[config.mk]
export PLATFORM = sky130hd
export DESIGN_NAME = bitloop_seq
export DESIGN_NICKNAME = d
export VERILOG_FILES = /design/src/rtl/bitloop_seq.sv
export SDC_FILE = /design/constraint.sdc
export NUM_CORES = 1
export LEC_CHECK = 0
export BUFFER_PORTS_ARGS = -buffer_cell sky130_fd_sc_hd__buf_2
export CORE_AREA = 3 3 99 101
export CTS_CLUSTER_SIZE = 14
export DETAILED_ROUTE_END_ITERATION = 6
export DIE_AREA = 0 0 102 104
export PLACE_DENSITY = 0.76
export SLEW_MARGIN = 20
export SYNTH_ARGS = -nofsm -noshare
export SYNTH_HDL_FRONTEND = slang
export SYNTH_SLANG_ARGS = --single-unit
[constraint.sdc]
create_clock -name clk -period 2.4 [get_ports clk]
set_input_delay 0.24 -clock clk [delete_from_list [all_inputs] [get_ports clk]]
set_output_delay 0.24 -clock clk [all_outputs]
set_load 0.01 [all_outputs]
[src/rtl/bitloop_seq.sv]
// ============================================================================
// Module      : bitloop_seq
// Description : Two-phase bit loop. LOW copies snap[idx] into res, then HIGH
//               writes snap[idx] & snap[NBITS+idx]; one bit per clock.
// Revision    : 1.0 - initial release
// ============================================================================
`default_nettype none

module bitloop_seq #(
    parameter int NBITS = 4
) (
    input  logic         clk,
    input  logic         rst,
    input  logic         start,
    input  logic         clr,
    input  logic [127:0] in,
    output logic         busy,
    output logic         done,
    output logic [127:0] out
);

    localparam int                c_w    = 2 * NBITS;
    localparam int                c_iw   = $clog2(NBITS) + 1;
    localparam logic [c_iw-1:0]   c_last = c_iw'(NBITS - 1);

    localparam logic [1:0] c_s_idle = 2'd0;
    localparam logic [1:0] c_s_low  = 2'd1;
    localparam logic [1:0] c_s_high = 2'd2;

    logic [1:0]      r_state;
    logic [c_iw-1:0] r_idx;
    logic [c_w-1:0]  r_snap;
    logic [c_w-1:0]  r_res;
    logic [c_w-1:0]  r_out;
    logic            r_done;

    logic [1:0]      w_state_nxt;
    logic [c_iw-1:0] w_idx_nxt;
    logic [c_w-1:0]  w_snap_nxt;
    logic [c_w-1:0]  w_res_nxt;
    logic [c_w-1:0]  w_out_nxt;
    logic            w_done_nxt;
    logic [c_iw-1:0] w_hidx;

    // idx never exceeds NBITS-1, so NBITS+idx fits in c_iw bits.
    assign w_hidx = r_idx + c_iw'(NBITS);

    always_ff @(posedge clk or posedge rst) begin
        if (rst) begin
            r_state <= c_s_idle;
            r_idx   <= '0;
            r_snap  <= '0;
            r_res   <= '0;
            r_out   <= '0;
            r_done  <= 1'b0;
        end else begin
            r_state <= w_state_nxt;
            r_idx   <= w_idx_nxt;
            r_snap  <= w_snap_nxt;
            r_res   <= w_res_nxt;
            r_out   <= w_out_nxt;
            r_done  <= w_done_nxt;
        end
    end

    always_comb begin
        w_state_nxt = r_state;
        w_idx_nxt   = r_idx;
        w_snap_nxt  = r_snap;
        w_res_nxt   = r_res;
        w_out_nxt   = r_out;
        w_done_nxt  = 1'b0;
        case (r_state)
            c_s_idle: begin
                if (start && !clr) begin
                    w_snap_nxt  = in[c_w-1:0];
                    w_res_nxt   = '0;
                    w_idx_nxt   = '0;
                    w_state_nxt = c_s_low;
                end
            end
            c_s_low: begin
                if (clr) begin
                    w_idx_nxt   = '0;
                    w_state_nxt = c_s_idle;
                end else begin
                    w_res_nxt[r_idx] = r_snap[r_idx];
                    if (r_idx == c_last) begin
                        w_idx_nxt   = '0;
                        w_state_nxt = c_s_high;
                    end else begin
                        w_idx_nxt = r_idx + 1'b1;
                    end
                end
            end
            c_s_high: begin
                if (clr) begin
                    w_idx_nxt   = '0;
                    w_state_nxt = c_s_idle;
                end else begin
                    w_res_nxt[w_hidx] = r_snap[r_idx] & r_snap[w_hidx];
                    if (r_idx == c_last) begin
                        w_out_nxt   = w_res_nxt;
                        w_done_nxt  = 1'b1;
                        w_idx_nxt   = '0;
                        w_state_nxt = c_s_idle;
                    end else begin
                        w_idx_nxt = r_idx + 1'b1;
                    end
                end
            end
            default: begin
                w_idx_nxt   = '0;
                w_state_nxt = c_s_idle;
            end
        endcase
    end

    assign busy = (r_state != c_s_idle);
    assign done = r_done;
    assign out  = 128'(r_out);

    // Operand bits above 2*NBITS are never used by the loop.
    generate
        if (c_w < 128) begin : g_unused_in
            logic w_unused_in;
            assign w_unused_in = ^in[127:c_w];
        end
    endgenerate

endmodule

`default_nettype wire
Word level (Yosys, flattened, before mapping)
Cells that the tools add are included.

word-level totals
  logic and storage cells = 61
  flip-flop bits (word level) = 30
  output and inout bits = 130

operators by class
  magnitude comparators = 4
  bitwise operators = 2
  eq/ne operators = 8
  mux-type cells = 27
  $add $sub $neg = 2
  reduce and logical (&&, ||, !) cells = 12

operators with widths
  cell                                                                number
  2-to-1 mux 8 bit                                                    3
  one-hot mux 8 bit (3 select lines)                                  1
  bitwise mux 8 bit                                                   2
  2-to-1 mux 2 bit                                                    5
  2-to-1 mux 3 bit                                                    3
  < comparator 3 x 4 -> 1 bit (second input constant)                 2
  2-to-1 mux 1 bit                                                    7
  binary-select mux 1 bit (select 3 bit)                              2
  demux 1 bit (select 3 bit)                                          2
  greater-or-equal comparator 3 x 1 -> 1 bit (second input constant)  2
  inequality test 2 bit (second input constant)                       3
  inequality test 3 bit (second input constant)                       2
  one-hot mux 2 bit (3 select lines)                                  1
  one-hot mux 3 bit (2 select lines)                                  1
  AND reduction 3 bit                                                 2
  AND reduction 4 bit                                                 1
  adder 3 x 1 -> 3 bit (second input constant)                        1
  adder 3 bit (second input constant)                                 1
  == test 3 x 2 -> 1 bit (second input constant)                      1
  logical AND 1 bit                                                   3
  nonzero test 3 bit                                                  1
  == test 2 x 1 -> 1 bit (second input constant)                      1
  == test 2 bit (second input constant)                               1
  zero test 2 bit                                                     1
  other kinds (6)                                                     6

Depth between registers and ports, before layout
Gate-level depths: netlist (run 1).

  word-level depth = 8
  mapped depth = 7

Least setup slack after synthesis (run 1)
No wires, ideal clock.

  path kind = flip-flop to flip-flop
  from = register r_idx[0]
  to = register r_out[0]
  buffers on the path = 1
  arrival = 1.548 ns
  setup slack = 0.727 ns
  clock period less this slack = 1.673 ns
  cell stages (with the launch flop) = 6
  required time = 2.275 ns
  path through = dfrtp_1 -> ha_1 -> nor2b_1 -> and3_1 -> buf_2 -> mux2_2

between the ends
  cells in the longest elaborated chain, start to end = 6
  elaborated cells between the ends (all ways) = 14
  those cells by class = 1 x add/sub; 2 x order compare; 1 x eq/ne; 7 x mux; 1 x bitwise; 2 x reduce/logical

RTL lines
  what                                                                                                                    line  source
  from (decl)                                                                                                             31    logic [c_iw-1:0] r_idx;
  from (signal assigned)                                                                                                  58    r_idx <= w_idx_nxt;
  adder 3 bit                                                                                                             46    assign w_hidx = r_idx + c_iw'(NBITS);
  < comparator 3 x 4 -> 1 bit (implied by the code) / greater-or-equal comparator 3 x 1 -> 1 bit (equally long branches)  101   w_res_nxt[w_hidx] = r_snap[r_idx] & r_snap[w_hidx];
  logical AND 1 bit (implied by the code)                                                                                 101
  2-to-1 mux 1 bit (implied by the code)                                                                                  101
  demux 1 bit (select 3 bit)                                                                                              101
  bitwise mux 8 bit                                                                                                       101
  to (signal assigned)                                                                                                    61    r_out <= w_out_nxt;
  to (decl)                                                                                                               34    logic [c_w-1:0] r_out;

Parallel ways exist; a longest one is shown, timed or not. The select of a mux whose other input is x is not followed.
A chain may end at the register's enable or synchronous reset.

Worst setup path in the final report (run 1)
  from = register r_idx[0]
  to = register r_out[5]

The elaborated chain is that of the path after synthesis.

==> results.toml, run 1 <==
[placed_design]
port_buffers = 21
hpwl_mm = 3.43
place_congestion = 0.847
dp.cells = 416

[logic_synthesis]
syn-cell-area_um2 = 2620
yosysWarnings = 0
ys_types = 42
synth_top_area_share_pct = 34.3
yosysTopAreaCell = "buf_4"
yosys-top-cells-area = "buf_4 (34%), dfrtp_1 (29%), mux2_2 (7.7%)"
synth-seq-cells = 30
synth_area_per_cell_um2 = 9.14
syn-instance-count = 287
async_flop_share_pct = 100
ys_seq_area_share_pct = 28.6
ys.flop_type = "dfrtp_1"
synth-edff-count = 0

[clock_network]
post_cts_resize_count = 0
clkTransAtPathRegs_ns = 0.07
cts_tree = "done"
cts_root_buffer = "clkbuf_8"
clk_latency_ns = 0.29
ctsHtreeMaxLevel = 2
cts.path.max_buffers = 2
numCtsBuffers = 5
cts_setup_buffers = 0
clkSinkCount = 30
ctsHoldBuffers = 0

[setup_path]
crit_family = "simple AND/OR/NAND/NOR gates"
cp.buffers_inverters = 0
slowest_delay_ns = 0.55
endpoint_kind = "flip-flop"
arrival_ns = 2.28
critPathSlowestCell = "and3_1"
startpoint_type = "flip-flop"
startpoint = "r_idx[0]$_DFFE_PP0P_"
r2r-start = "r_idx[0]$_DFFE_PP0P_"
critPathMaxFanout = 11
critical_path_class = "reg2reg"
path_cells = "ha_1 > nor2b_1 > and3_1 > mux2_2"
worstPathRequired_ns = 2.57

[floorplan]
io_pins = 262
die_h_um = 104
initial_core_util_pct = 28.8
rows = 35
coreArea_um2 = 9110
dieArea_um2 = 10600
fp.dieW_um = 102

[timing]
hold_violations = 0
min_period_ns = 2.11
whs_ns = 0.0113
slew_headroom_pct = 64.2
rsz0062_at_grt = "no"
fin_skew_ns = 0.00381
tightestPinTransition_ns = 0.538
fin_setup_tns_ns = 0
period_share_pct = 88.0
finalSetupViolations = 0
max_freq_mhz = 473
slew_viol_final = 0

[drt]
drt-pass1-iter-count = 4
ant_nets = 0
drt_iter0_markers = 66
drc = 0
wl_per_cell_um = 10.3
routed_via_density = 3.95
vias = 1676
drt_wl_total_mm = 4.36

[final_layout]
final_net_count = 448
instances_no_fill = 424
layout-area-overhead-vs-synth_pct = -3.81
layout-drive-gt1-share_pct = 18.5
antennaDiodeCount = 0
fillers = 981

[pwr]
total_leakage_power_nw = 1.30
ir_drop_mv = 0.376
fin_total_pwr_mw = 1.75
power_density_nw_per_um2 = 695

[job]
drv_cap = 0

[global_routing]
track_usage_pct = 7.97
grt_max_degree = 31
antenna_found_initial = 0
grt_pass1_vias = 1405
overflow = 0
grt_pass1_wl_mm = 6.87

[min_path]
hold_class = "in2async"

[run_status]
outcome = "finished clean"
[state kept, by name, summed over array words and instances (netlist names)]
register and cells:
done 1, r_out 8, r_res 8, r_state 2, r_snap 8, r_idx 3
[power breakdown]
group	switching [mW]	internal, mW
Combinational	0.401	0.252
Clock	0.199	0.230
Sequential	0.0838	0.590
Total	0.683	1.07
[layout by cell type (no fill, tap or decap), drive strengths merged, types with 2 or more instances in the layout]
| cell | n |
|---|---|
| a2111oi | 4 |
| a211oi | 5 |
| a21oi | 3 |
| a22o | 2 |
| a22oi | 5 |
| a2bb2oi | 2 |
| and2 | 5 |
| and3 | 2 |
| buf | 28 |
| clkbuf | 6 |
| conb | 120 |
| dfrtp | 30 |
| ha | 4 |
| inv | 7 |
| mux2 | 18 |
| mux2i | 4 |
| nand2 | 13 |
| nand2b | 3 |
| nand3 | 4 |
| nand3b | 6 |
| nand4 | 2 |
| nand4b | 2 |
| nor2 | 3 |
| nor2b | 4 |
| nor3 | 5 |
| nor3b | 3 |
| o211ai | 3 |
| o21ai | 6 |
| o22ai | 2 |
[tightest hold or removal path, delay by kind of cell]
family / cells / cell delay (ns)
buffers and inverters: 3 / 0.47
[through the flow]
stage | cell area [um2] | setup WS [ns] | util [%]
floorplan | 3070 | 0.727 | -
global placement | 2430 | 0.340 | 26.7
detailed placement | 2430 | 0.289 | 26.7
CTS | 2520 | 0.297 | 27.7
global route | 2520 | 0.148 | 27.7
finish | 2520 | 0.287 | 27.7
[worst paths after layout]
path | slack [ns] | end | depth (start not counted)
setup / recovery | 0.29 | r_out[5]$_DFFE_PP0P_ | 4
hold / removal | 0.01 | r_snap[6]$_DFFE_PP0P_ | 3
setup reg to reg | 0.29 | r_out[5]$_DFFE_PP0P_ | 4
hold reg to reg | 0.50 | r_res[5]$_DFFE_PP0P_ | 2
max in group asynchronous | 2.11 | r_idx[1]$_DFFE_PP0P_ | 3
min in group clk | 0.18 | r_snap[7]$_DFFE_PP0P_ | 2
[per-layer routing]
layer	track usage [%]	vias up	routed length [um]	share of wire, %
li1	-	788	-	-
met1	10.9	758	1880	43
met2	11.7	121	1950	45
met3	2.15	9	461	11
met4	3.37	0	65	1.5
met5	0	-	0	0
[cells by family (layout without fill, tap and decap cells)]
kind of cell             Yosys count  count (layout)  share of synthesized area (%)
AND/OR/NAND/NOR                   57              57                           12.6
buffers and inverters            136              43                           36.8
multiplexers                      23              23                           10.1
other                              1             120                          0.143
AO/OA/AOI/OAI                     36              36                           9.87
adder cells (fa/ha/maj)            4               4                           1.91
flip-flops                        30              30                           28.6
[cell usage after synthesis (all sizes together) (3+ instances only)]
library cell	count
buf	123
dfrtp	30
mux2	18
nand2	13
inv	7
clkbuf	6
nand3b	6
o21ai	6
a211oi	5
a22oi	5
and2	5
nor3	5
a2111oi	4
ha	4
mux2i	4
nand3	4
nor2b	4
a21oi	3
nand2b	3
nor2	3
nor3b	3
o211ai	3
[cell type report]
class / count / area [um2] / share of cell area (%)
clock buffer: 6 / 82.6 / 3.27
clock inverter: 2 / 12.5 / 0.496
inverter: 7 / 26.3 / 1.04
multi-input combinational: 240 / 1360 / 53.7
sequential: 30 / 751 / 29.7
tap: 111 / 139 / 5.50
timing repair buffer: 28 / 158 / 6.25
Note: power is estimated with default switching activity, not from simulation.
==> inputs of run 2 (changes only) <==
--- a/config.mk
+++ b/config.mk
@@ -5,12 +5,13 @@
 export SDC_FILE = /design/constraint.sdc
 export NUM_CORES = 1
 export LEC_CHECK = 0
+export ABC_AREA = 1
 export BUFFER_PORTS_ARGS = -buffer_cell sky130_fd_sc_hd__buf_2
-export CORE_AREA = 3 3 99 101
+export CORE_AREA = 3 3 101 103
 export CTS_CLUSTER_SIZE = 14
 export DETAILED_ROUTE_END_ITERATION = 6
-export DIE_AREA = 0 0 102 104
-export PLACE_DENSITY = 0.76
+export DIE_AREA = 0 0 104 106
+export PLACE_DENSITY = 0.75
 export SLEW_MARGIN = 20
 export SYNTH_ARGS = -nofsm -noshare
 export SYNTH_HDL_FRONTEND = slang
==> run 2 against run 1 <==
  * Final area is 4.6% higher
  * Clock skew hardly changed
  * Power is 19% higher
  * Non-clock buffer count is 5 lower
  * Largest cell class unchanged
  * Critical path depth is 2 higher
  * Via count is 13% higher
  * Flip-flop and latch count stayed put
  * Sequential share of layout area is 1.3 points lower
==> results.toml, run 2 <==
[run_status]
outcome = "finished clean"

[logic_synthesis]
async_flop_share_pct = 100
ys_seq_area_share_pct = 27.0
synth_area_per_cell_um2 = 7.63
syn-instance-count = 364
synth-seq-cells = 30
yosysTopAreaCell = "buf_4"
ys_types = 21
synth-edff-count = 0
yosysWarnings = 0
yosysMostFrequentCell = "buf_4"
syn-cell-area_um2 = 2780
synth_common_cells = "buf_4 (121), nand2_1 (82), dfrtp_1 (30), nand3_1 (30), inv_1 (24)"
yosys-top-cells-area = "buf_4 (33%), dfrtp_1 (27%), nand2_1 (11%)"
synth_top_area_share_pct = 32.7
ys.flop_type = "dfrtp_1"

[timing]
finalSetupViolations = 0
rsz0062_at_grt = "no"
fin_setup_tns_ns = 0
max_freq_mhz = 605
setup_ws_ns = 0.746
slew_viol_final = 0
period_share_pct = 68.9
min_period_ns = 1.65
hold_violations = 0
fin_skew_ns = 0.00376

[drt]
drt-pass1-iter-count = 4
ant_nets = 0
drc = 0
wl_per_cell_um = 8.80
vias = 1888
drt_iter0_markers = 74
routed_via_density = 3.64
drt_wl_total_mm = 4.56

[setup_path]
arrival_ns = 1.82
endpoint_kind = "flip-flop"
worstPathRequired_ns = 2.56
critical_path_class = "reg2reg"
critPathMaxFanout = 10
startpoint_type = "flip-flop"

[floorplan]
initial_core_util_pct = 29.9
fp.dieW_um = 104
io_pins = 262
dieArea_um2 = 11000
rows = 35
coreArea_um2 = 9280
die_h_um = 106

[final_layout]
final_common_cell = "conb_1"
layout-drive-gt1-share_pct = 18.8
final_util_pct = 28.4
antennaDiodeCount = 0
top_regs = "r_out (8), r_res (8), r_snap (8)"
layout-area-overhead-vs-synth_pct = -4.96
fillers = 1014
final_net_count = 525
final_cell_mix = "conb_1 (120), nand2_1 (82), nand3_1 (30), dfrtp_1 (30), inv_1 (24)"

[global_routing]
grt_max_degree = 31
antenna_found_initial = 0
grt_pass1_vias = 1657
grt_pass1_wl_mm = 7.19
track_usage_pct = 7.93
overflow = 0

[clock_network]
numCtsBuffers = 5
clk_latency_ns = 0.28
ctsHtreeMaxLevel = 2
clkSinkCount = 30
cts.path.max_buffers = 2
cts_root_buffer = "clkbuf_8"
clkTransAtPathRegs_ns = 0.06
post_cts_resize_count = 0
cts_tree = "done"
cts_setup_buffers = 0
ctsHoldBuffers = 0

[placed_design]
hpwl_mm = 3.75
place_ws_ns = 0.740
port_buffers = 21
place_congestion = 0.796

[pwr]
fin_total_pwr_mw = 2.09
total_leakage_power_nw = 1.55
power_density_nw_per_um2 = 790
ir_drop_mv = 0.293

[min_path]
hold_class = "in2async"

[job]
drv_cap = 0
==> run 2: cell count changes in the layout (fill, tap and decap cells not counted), sizes merged, moves of 5 or more <==
cell,previous run,this run
nor2,3,9
inv,7,33
a211oi,5,0
buf,28,23
nand3,4,40
a21oi,3,13
nand2,13,100
a22oi,5,0
and2,5,0
nand3b,6,0
mux2,18,4
nor3,5,0
==> run 2: final timing paths <==
check	endpoint	slack [ns]	start	cells past startpoint
hold / removal	r_out[6]$_DFFE_PP0P_	0.03	rst	3
hold reg to reg	r_out[6]$_DFFE_PP0P_	0.47	r_out[6]$_DFFE_PP0P_	2
min in group clk	r_snap[4]$_DFFE_PP0P_	0.19	in[4]	2
max in group asynchronous	r_idx[0]$_DFFE_PP0P_	2.09	rst	3
setup / recovery	r_out[0]$_DFFE_PP0P_	0.75	r_idx[0]$_DFFE_PP0P_	6
setup reg to reg	r_out[0]$_DFFE_PP0P_	0.75	r_idx[0]$_DFFE_PP0P_	6
==> run 2: stage by stage <==
stage                     hold slack (ns)  instance area (um2)  instances
after global routing               0.0701                 2640        518
after CTS                          0.0453                 2640        518
after global placement              0.345                 2560        511
final                              0.0273                 2640        518
after floorplan                     0.331                 3220        483
after detailed placement            0.349                 2560        511
==> run 2: area by class of cell <==
type                    count  area (um2)  share of cell area, %
well taps                 129         161                   6.11
inverters                  33         134                   5.07
repair buffers             23         120                   4.55
multi-input cells         296        1400                   52.9
flip-flops and latches     30         751                   28.4
clock buffers               7        76.3                   2.89
==> run 2: worst max-delay path, stage by stage, from the launching register on <==
cell,delay [ns]
dfrtp_1,0.61
ha_1,0.25
nand2_1,0.13
nor2_4,0.27
inv_2,0.14
nand2_1,0.08
nand2_1,0.06
==> run 2: cell families after synthesis <==
| logic type | count (synthesis) | synth area share, % |
|---|---|---|
| DFF | 30 | 27.0 |
| other | 1 | 0.135 |
| muxes | 4 | 1.62 |
| buffers and inverters | 157 | 38.7 |
| and+or+nand+nor | 149 | 26.7 |
| AOI/OAI and AO/OA | 19 | 4.01 |
| adders and majority gates | 4 | 1.80 |
==> run 2: layer usage <==
layer  track usage, %  up-vias  part of all wire, %
li1                 -      946                    -
met1             8.34      836                   38
met2             13.5       99                   48
met3             3.76        7                   12
met4             3.61        0                  1.7
met5                0        -                    0
==> run 2: power breakdown <==
part	switching, mW	internal, mW	leakage (nW)
registers	0.0816	0.615	0.394
clock network	0.175	0.199	0.0383
logic	0.712	0.303	1.12
total	0.969	1.12	1.55
